**src/rtl/hog_mon_pkg.sv**
```systemverilog
// Shared encodings for the HOG performance monitor: FSM states, read selects,
// command bit positions and the version word.
package hog_mon_pkg;

  typedef enum logic [1:0] {
    ST_IDLE  = 2'd0,
    ST_ARMED = 2'd1,
    ST_RUN   = 2'd2,
    ST_DONE  = 2'd3
  } state_e;

  localparam int unsigned NUM_CNT = 7;
  localparam int unsigned SEL_W   = 3;

  localparam logic [SEL_W-1:0] SEL_CYCLES    = 3'd0;
  localparam logic [SEL_W-1:0] SEL_IN_BEATS  = 3'd1;
  localparam logic [SEL_W-1:0] SEL_IN_STALL  = 3'd2;
  localparam logic [SEL_W-1:0] SEL_IN_STARVE = 3'd3;
  localparam logic [SEL_W-1:0] SEL_HOG_FIRE  = 3'd4;
  localparam logic [SEL_W-1:0] SEL_OUT_BEATS = 3'd5;
  localparam logic [SEL_W-1:0] SEL_OUT_STALL = 3'd6;
  localparam logic [SEL_W-1:0] SEL_VERSION   = 3'd7;

  localparam int unsigned CMD_START   = 0;
  localparam int unsigned CMD_STOP    = 1;
  localparam int unsigned CMD_CLEAR   = 2;
  localparam int unsigned CMD_SEL_LSB = 4;

  localparam logic [31:0] HOG_MON_VERSION = 32'h484D_0001;

endpackage

```
**src/rtl/sat_counter.sv**
```systemverilog
// Event counter that sticks at all-ones instead of wrapping; clear wins over count.
module sat_counter #(
  parameter int unsigned W = 32
) (
  input  logic         clk,
  input  logic         rst,
  input  logic         clr,
  input  logic         en,
  output logic [W-1:0] q
);

  logic [W-1:0] q_q;
  logic [W-1:0] q_d;

  always_comb begin
    q_d = q_q;
    if (clr) begin
      q_d = '0;
    end else if (en && (q_q != {W{1'b1}})) begin
      q_d = q_q + W'(1);
    end
  end

  always_ff @(posedge clk) begin
    if (rst) begin
      q_q <= '0;
    end else begin
      q_q <= q_d;
    end
  end

  assign q = q_q;

endmodule

```
**src/rtl/hog_perf_monitor.sv**
```systemverilog
// Measurement window controller for the HOG pipeline handshakes: arms on an HPS
// command, counts beats/stalls/starvation over one window, freezes and reads back.
module hog_perf_monitor
  import hog_mon_pkg::*;
#(
  parameter int unsigned LEVELS        = 7,
  parameter int unsigned CNT_W         = 32,
  parameter int unsigned WINDOW_CYCLES = 50_000_000,
  parameter logic [31:0] VERSION       = HOG_MON_VERSION
) (
  input  logic              clk,
  input  logic              rst,
  input  logic [31:0]       cmd_pio,
  input  logic              hog_input_valid,
  input  logic              hog_input_ready,
  input  logic [LEVELS-1:0] hog_out_valid,
  input  logic [LEVELS-1:0] hog_out_ready,
  input  logic              switch_out_valid,
  input  logic              switch_out_ready,
  output logic [31:0]       status_pio,
  output logic [31:0]       data_pio,
  output logic              busy
);

  localparam int unsigned CMD_W = CMD_CLEAR + 1;

  logic [CMD_W-1:0] cmd_r_q,  cmd_r_d;
  logic [CMD_W-1:0] cmd_r2_q, cmd_r2_d;
  logic [SEL_W-1:0] sel_q,    sel_d;
  state_e           state_q,  state_d;
  logic             window_done_q, window_done_d;
  logic [31:0]      data_pio_q, data_pio_d;

  logic [CMD_W-1:0] pulse_c;
  logic             clear_c, stop_c, start_c;
  logic             in_fire_c, last_c;
  logic             count_en_c, cnt_clr_c;
  logic [NUM_CNT-1:0] ev_c, cnt_en_c;
  logic [CNT_W-1:0] cnt_val [NUM_CNT];
  logic             unused_cmd_c;

  assign unused_cmd_c = ^{cmd_pio[31:CMD_SEL_LSB+SEL_W], cmd_pio[CMD_SEL_LSB-1:CMD_W]};

  // Two-stage command capture; only rising edges act, resolved clear > stop > start
  always_comb begin
    cmd_r_d  = cmd_pio[CMD_W-1:0];
    cmd_r2_d = cmd_r_q;
    sel_d    = cmd_pio[CMD_SEL_LSB +: SEL_W];
    pulse_c  = cmd_r_q & ~cmd_r2_q;
    clear_c  = pulse_c[CMD_CLEAR];
    stop_c   = pulse_c[CMD_STOP]  & ~pulse_c[CMD_CLEAR];
    start_c  = pulse_c[CMD_START] & ~pulse_c[CMD_STOP] & ~pulse_c[CMD_CLEAR];
  end

  assign in_fire_c = hog_input_valid & hog_input_ready;
  // The counted cycle that brings the cycle counter to the window length is the last one
  assign last_c    = (32'(cnt_val[SEL_CYCLES]) == 32'(WINDOW_CYCLES - 1));

  always_ff @(posedge clk) begin
    if (rst) begin
      state_q <= ST_IDLE;
    end else begin
      state_q <= state_d;
    end
  end

  always_comb begin
    state_d = state_q;
    if (clear_c) begin
      state_d = ST_IDLE;
    end else begin
      case (state_q)
        ST_IDLE, ST_DONE: if (start_c) state_d = ST_ARMED;
        ST_ARMED: begin
          if (stop_c) begin
            state_d = ST_IDLE;
          end else if (in_fire_c) begin
            state_d = last_c ? ST_DONE : ST_RUN;
          end
        end
        ST_RUN: if (stop_c || last_c) state_d = ST_DONE;
        default: state_d = ST_IDLE;
      endcase
    end
  end

  // Counter control, window_done and the status word
  always_comb begin
    count_en_c = !clear_c &&
                 ((state_q == ST_RUN) || ((state_q == ST_ARMED) && in_fire_c && !stop_c));
    cnt_clr_c  = clear_c || (start_c && ((state_q == ST_IDLE) || (state_q == ST_DONE)));
    window_done_d = window_done_q;
    if (cnt_clr_c) begin
      window_done_d = 1'b0;
    end else if ((state_q != ST_DONE) && (state_d == ST_DONE)) begin
      window_done_d = 1'b1;
    end
    busy       = (state_q == ST_ARMED) || (state_q == ST_RUN);
    status_pio = {28'd0, window_done_q, busy, state_q};
  end

  always_comb begin
    ev_c                = '0;
    ev_c[SEL_CYCLES]    = 1'b1;
    ev_c[SEL_IN_BEATS]  = hog_input_valid & hog_input_ready;
    ev_c[SEL_IN_STALL]  = hog_input_valid & ~hog_input_ready;
    ev_c[SEL_IN_STARVE] = hog_input_ready & ~hog_input_valid;
    ev_c[SEL_HOG_FIRE]  = |(hog_out_valid & hog_out_ready);
    ev_c[SEL_OUT_BEATS] = switch_out_valid & switch_out_ready;
    ev_c[SEL_OUT_STALL] = switch_out_valid & ~switch_out_ready;
    cnt_en_c            = ev_c & {NUM_CNT{count_en_c}};
  end

  for (genvar i = 0; i < NUM_CNT; i++) begin : g_cnt
    sat_counter #(.W(CNT_W)) u_cnt (
      .clk (clk),
      .rst (rst),
      .clr (cnt_clr_c),
      .en  (cnt_en_c[i]),
      .q   (cnt_val[i])
    );
  end

  always_comb begin
    data_pio_d = VERSION;
    if (sel_q != SEL_VERSION) begin
      data_pio_d = 32'(cnt_val[sel_q]);
    end
  end

  always_ff @(posedge clk) begin
    if (rst) begin
      cmd_r_q       <= '0;
      cmd_r2_q      <= '0;
      sel_q         <= '0;
      window_done_q <= 1'b0;
      data_pio_q    <= '0;
    end else begin
      cmd_r_q       <= cmd_r_d;
      cmd_r2_q      <= cmd_r2_d;
      sel_q         <= sel_d;
      window_done_q <= window_done_d;
      data_pio_q    <= data_pio_d;
    end
  end

  assign data_pio = data_pio_q;

endmodule

```
**config.mk**
```make
export PLATFORM = sky130hd
export DESIGN_NAME = hog_perf_monitor
export DESIGN_NICKNAME = d
export VERILOG_FILES = /design/src/rtl/hog_mon_pkg.sv /design/src/rtl/sat_counter.sv /design/src/rtl/hog_perf_monitor.sv
export SDC_FILE = /design/constraint.sdc
export NUM_CORES = 1
export LEC_CHECK = 0
export ABC_CLOCK_PERIOD_IN_PS = 4800
export CAP_MARGIN = 40
export CORE_AREA = 2 2 171 173
export DETAILED_ROUTE_END_ITERATION = 6
export DIE_AREA = 0 0 173 175
export PLACE_DENSITY_LB_ADDON = 0.12
export SETUP_SLACK_MARGIN = 0.05
export SYNTH_ARGS = -nofsm -noshare
export SYNTH_HDL_FRONTEND = slang
export SYNTH_SLANG_ARGS = --single-unit
```
**constraint.sdc**
```tcl
create_clock -name clk -period 4.8 [get_ports clk]
set_clock_uncertainty 0.2 [all_clocks]
set_input_delay 0.48 -clock clk [delete_from_list [all_inputs] [get_ports clk]]
set_output_delay 0.48 -clock clk [all_outputs]
set_load 0.005 [all_outputs]
```
---- After elaboration in Yosys (flattened, before gate mapping) ----
Index checks and enable logic that the tools add are counted.
word-level totals
  output and inout port bits .............. 65
  flip-flop bits (word level) ............. 268
  logic and storage cells ................. 90
cells by class
  bitwise operators ....................... 19
  muxes and demuxes ....................... 11
  add/sub/neg operators ................... 7
  equality and inequality tests ........... 14
  $lt $le $gt $ge ......................... 1
  reductions and logical operators ........ 24
operator list
  operator                 count
  $add A32 B1 Y32 const B  7
  $ne A32 B32 Y1 const B   7
  $bmux W32 S3             1
  $mux W32                 2
  $eq A32 B26 Y1 const B   1
  $mux W31                 1
  $and A7 B7 Y7            2
  $logic_and A1 B1 Y1      12
  $mux W2                  5
  $and A1 B1 Y1            8
  $reduce_or A7 Y1         1
  $eq A2 B2 Y1 const B     3
  $not A1 Y1               6
  $pmux W2 S3              1
  $reduce_or A2 Y1         3
  $logic_or A1 B1 Y1       5
  $ge A4 B4 Y1 const B     1
  $not A3 Y4               1
  $and A3 B3 Y3            1
  $ne A3 B3 Y1 const B     1
  $not A3 Y3               1
  $eq A2 B1 Y1 const B     1
  $logic_not A1 Y1         2
  $logic_not A2 Y1         1
  other kinds (2)          2

---- Longest topological paths before layout ----
  word-level depth ........................ 10
  gate-level depth with buffers ........... 11
  mapped depth without buffers ............ 8

---- Cells and area by module ----
A second synthesis with hierarchy kept.
unflattened totals
  cells, all modules ...................... 1753
  area, all modules ....................... 14860.5 um2
by module, submodules not included
  module            cells an instance  area each (um2)  sequential area each (um2)  times used
  sat_counter       198                1620.3           640.6                       7
  hog_perf_monitor  367                3518.4           880.8                       1

---- Worst setup path before layout ----
OpenSTA, ideal clock, no wires.
  path type ............................... reg2reg
  start point ............................. register state_q[0]
  end point ............................... register g_cnt[0].u_cnt.q_q[29]
  buffers on the path ..................... 1
  clock period less this slack ............ 2594 ps
  setup time .............................. 70 ps
  slack ................................... 2206 ps
  stages on the path, launching flop included .. 9
  arrival ................................. 2324 ps
  cell sequence ........................... dfxtp_1 > ha_1 > inv_1 > or4_4 > buf_6 > a21oi_4 > nand4_4 > or4_1 > a21oi_1
between the ends
  word-level cells in the longest chain between the ends .. 7
  elaborated cells on any way between the ends .. 14
  classes of those cells .................. eq/ne: 3; bitwise: 1; reduce/logical: 10
RTL lines
  what                               line                     RTL
  start, declared                    hog_perf_monitor.sv:30   state_e state_q, state_d;
  start signal, assigned             hog_perf_monitor.sv:63   state_q <= state_d;
  $eq A2 B1 Y1                       hog_perf_monitor.sv:90   ((state_q == ST_RUN) || ((state_q == ST_ARMED) && in_fire_c && !stop_c));
  $logic_and A1 B1 Y1 (2 in series)  hog_perf_monitor.sv:90
  $logic_or A1 B1 Y1                 hog_perf_monitor.sv:90
  $logic_and A1 B1 Y1                hog_perf_monitor.sv:89   count_en_c = !clear_c &&
  $and A7 B7 Y7                      hog_perf_monitor.sv:111  cnt_en_c = ev_c & {NUM_CNT{count_en_c}};
  $logic_and A1 B1 Y1                sat_counter.sv:19        end else if (en && (q_q != {W{1'b1}})) begin
  end signal, assigned               sat_counter.sv:28        q_q <= q_d;
  end, declared                      sat_counter.sv:12        logic [W-1:0] q_q;
Parallel ways exist; a longest one is shown, timed or not.
A chain may end at the register's enable or synchronous reset.

---- Final worst setup path ----
  start point ............................. register state_q[0]
  end point ............................... register g_cnt[6].u_cnt.q_q[19]
between the ends
  word-level cells in the longest chain between the ends .. 7
  elaborated cells on any way between the ends .. 14
  classes of those cells .................. eq/ne: 3; bitwise: 1; reduce/logical: 10
RTL lines
  what                               line
  $eq A2 B1 Y1                       hog_perf_monitor.sv:90
  $logic_and A1 B1 Y1 (2 in series)  hog_perf_monitor.sv:90
  $logic_or A1 B1 Y1                 hog_perf_monitor.sv:90
  $logic_and A1 B1 Y1                hog_perf_monitor.sv:89
  $and A7 B7 Y7                      hog_perf_monitor.sv:111
  $logic_and A1 B1 Y1                sat_counter.sv:19
  end signal, assigned               sat_counter.sv:28
  end, declared                      sat_counter.sv:12
Parallel ways exist; a longest one is shown, timed or not.

==> impl_metrics.yaml <==
clock_tree:
  cts_buffers: 31
  cts_tree: "built"
  root_buffer: "clkbuf_16"
  clk_pin_slew_ns: 0.06
  cts_resized: 0
  h-tree-depth: 1
  clk_path_buf_depth: 3
  clock_latency_ns: 0.56
  cts-hold-fix-buffers: 0
  cts.sinks: 268
  cts_setup_buffers: 0
setup_path:
  r2r_end: "g_cnt[6].u_cnt.q[19]$_SDFFE_PP0P_"
  path_max_fanout: 16
  regToRegStartpoint: "state_q[0]$_SDFF_PP0_"
  r2r_cells: 7
  endpoint_kind: "register"
  setup.worst_path.class: "register to register"
  worstPathArrival_ns: 3.37
  ff2ff_setup_slack_ns: 1.72
  required_ns: 5.09
  startpoint_type: "register"
drt:
  num_vias: 11800
  drt-total-wl_um: 37500
  via_per_inst: 5.75
  wl_per_cell_um: 18.2
  first_iter_violations: 787
  first_pass_iters: 5
  drc: 0
  ant_nets: 0
timing:
  rsz0062_at_grt: "no"
  finalMaxSlewViolations: 0
  finalHoldViolCount: 0
  min_period_ns: 3.08
  fmax_ghz: 0.325
  max_slew_margin_pct: 38.3
  finalSetupTns_ns: 0
  worstMarginPinSlew_ns: 0.922
  setup_violations: 0
  fin_ws_ns: 1.72
  min_period_over_period_pct: 64.1
synth:
  synth_cells: 1608
  synth_compound_area_share_pct: 7.23
  yosysSeqAreaShare_pct: 38.3
  synth_top_family_by_area: "simple AND/OR/NAND/NOR gates"
  synthTopCellsByArea: "dfxtp_1, xor2_1, nor2_1"
  synth-seq-cells: 268
  synthXorXnorAreaFrac_pct: 11.3
  synth_edf_count: 0
  synth_cell_types: 67
  synthArstFlopShare_pct: 0
  synth_simple_gate_area_share_pct: 28.5
  synth-warning-count: 0
  avgSynthCellArea_um2: 8.72
  muxShareOfSynthArea_pct: 9.34
  yosysTopAreaCell: "dfxtp_1"
  synth_top_cell_area_share_pct: 38.3
  synthesis.area_um2: 14000
  synthAdderAreaFrac_pct: 0.893
  synth_ff_type: "dfxtp_1"
global_routing:
  grt_first_pass_wirelength_um: 59800
  antenna_found_initial: 0
  grt_max_degree: 78
  track_usage_pct: 24.4
  grt_pass1_vias: 11100
  grt_overflow: 0
finish:
  drive_gt1_share_pct: 8.13
  area_growth_pct: 14.0
  final_area_um2: 16000
  nNetsFinal: 1713
  final-instance-count-excl-fill: 2058
  num-fill-cells: 2650
placement:
  dp_slack_ns: 1.37
  hpwlAfterDp_um: 26900
  place_congestion: 0.898
  io_buffer_count: 62
  placed_area_um2: 14900
  dp.cells: 2002
floorplanning:
  core_area_um2: 28400
  die_w_um: 173
  rows: 62
  die_y_um: 175
  initial_core_util_pct: 49.4
  die-area_um2: 30300
  io_pins: 117
worst_hold_path:
  min_from: "cmd_r2_d[0]$_SDFF_PP0_"
  whs_path_depth: 1
  min_path_type: "register to register"
  min_to: "cmd_r2_q[0]$_SDFF_PP0_"
run:
  cap_violations: 0
power_and_ir_drop:
  powerDensity_nw_per_um2: 306
  p_leak_nw: 5.34
  peakVddDrop_mv: 0.326
status:
  status: "finished clean"
==> synth_stat cells, drive strengths merged (4+ instances only) <==
library cell  count
a211oi            6
nand2b           14
and2             15
and4             24
nor3             23
nor4             21
or4              19
buf              59
o211ai           17
nand3           118
clkbuf           44
nor4b             6
inv              24
o31ai             4
dfxtp           268
and3             44
mux2              6
nand4           100
xnor2            38
o221ai            7
a2111oi           6
nor2            240
mux4             32
a21oi            40
ha               10
xor2            143
nand2           117
or3              18
o21ai            42
a31oi             4
mux2i            52
nor2b            13
==> logic make-up (layout without fill, tap and decap cells) <==
kind of cell / count (synthesis) / count (layout)
and+or+nand+nor: 783 / 783
DFF: 268 / 268
xor gates and xnor gates: 181 / 181
AOI/OAI and AO/OA: 148 / 148
buffers and inverters: 127 / 165
muxes: 90 / 90
adders and majority gates: 10 / 10
other: 1 / 29
==> per-stage QoR <==
step                      power, mW  utilization, %  hold slack, ns
after floorplan                2.45               -           0.221
after global placement         2.51            52.3           0.240
after detailed placement       2.51            52.6           0.253
after CTS                      4.93            56.3           0.257
after global routing           5.03            56.3           0.272
final                          4.89            56.3           0.257
==> worst max-delay path: stages, from the launching register on <==
cell and delay (ns):
dfxtp_1 0.43, ha_1 0.24, inv_1 0.08, or4_4 0.70
a21oi_4 0.46, nand3_1 0.22, or4_1 0.52, a21oi_1 0.15
==> worst max-delay path by stage <==
stage          cells past startpoint  slack, ns                           endpoint                  start
6_report                           7       1.72  g_cnt[6].u_cnt.q[19]$_SDFFE_PP0P_  state_q[0]$_SDFF_PP0_
5_1_grt                            7       1.53  g_cnt[6].u_cnt.q[19]$_SDFFE_PP0P_  state_q[0]$_SDFF_PP0_
3_3_place_gp                       7       1.45  g_cnt[6].u_cnt.q[19]$_SDFFE_PP0P_        hog_input_ready
4_1_cts                            7       1.72  g_cnt[6].u_cnt.q[19]$_SDFFE_PP0P_  state_q[0]$_SDFF_PP0_
3_5_place_dp                       7       1.37  g_cnt[0].u_cnt.q[31]$_SDFFE_PP0P_        hog_input_ready
2_1_floorplan                      8       2.21  g_cnt[0].u_cnt.q[29]$_SDFFE_PP0P_  state_q[0]$_SDFF_PP0_
==> state kept, by name, indices dropped and copies added (netlist names) <==
| signal | flops |
|---|---|
| window_done_q | 1 |
| data_pio | 32 |
| state_q | 2 |
| g_cnt.u_cnt.q | 224 |
| cmd_r2_q | 3 |
| cmd_r2_d | 3 |
| sel_q | 3 |
==> final cells by class <==
class / instances / area (µm²) / area share (%)
multi-input cells: 1240 / 8160 / 51.1
diodes: 1 / 2.50 / 0.0157
flip-flops and latches: 268 / 5370 / 33.6
well taps: 384 / 480 / 3.01
clock buffers: 43 / 912 / 5.71
clock inverters: 12 / 141 / 0.885
inverters: 24 / 90.1 / 0.564
repair buffers: 86 / 821 / 5.14
==> cells in the final DEF (no fill, tap or decap), types with 6 or more instances in the layout <==
cell type,instances
and3_1,44
mux4_2,32
dfxtp_1,265
clkbuf_8,7
inv_1,24
nor4_1,20
nand3_1,118
clkdlybuf4s50_1,62
or3_1,18
xor2_1,143
nor2_1,240
nand2_1,117
conb_1,28
buf_4,19
o21ai_0,42
and2_1,15
clkbuf_16,32
nor2b_1,11
clkinv_2,7
nand2b_1,14
nor4b_1,6
ha_1,10
mux2i_1,52
o211ai_1,17
or4_1,18
o221ai_1,7
xnor2_1,38
mux2_2,6
nand4_1,99
and4_1,24
a21oi_1,38
nor3_1,22
==> report_power, final <==
group | switching (mW) | internal, mW | total (mW)
logic | 0.138 | 0.0771 | 0.215
registers | 0.0168 | 2.23 | 2.25
clock network | 0.955 | 1.48 | 2.43
total | 1.11 | 3.78 | 4.89
==> metal layers <==
metal / track usage [%] / up-vias / share of wire (%) / wire length (µm)
li1: - / 5788 / - / -
met3: 3.11 / 82 / 4.9 / 1860
met1: 33.1 / 5681 / 45 / 17000
met5: 0 / - / 0 / 0
met4: 8.55 / 0 / 3.3 / 1250
met2: 40.2 / 291 / 46 / 17400
Power figures use the tool's default switching activity.
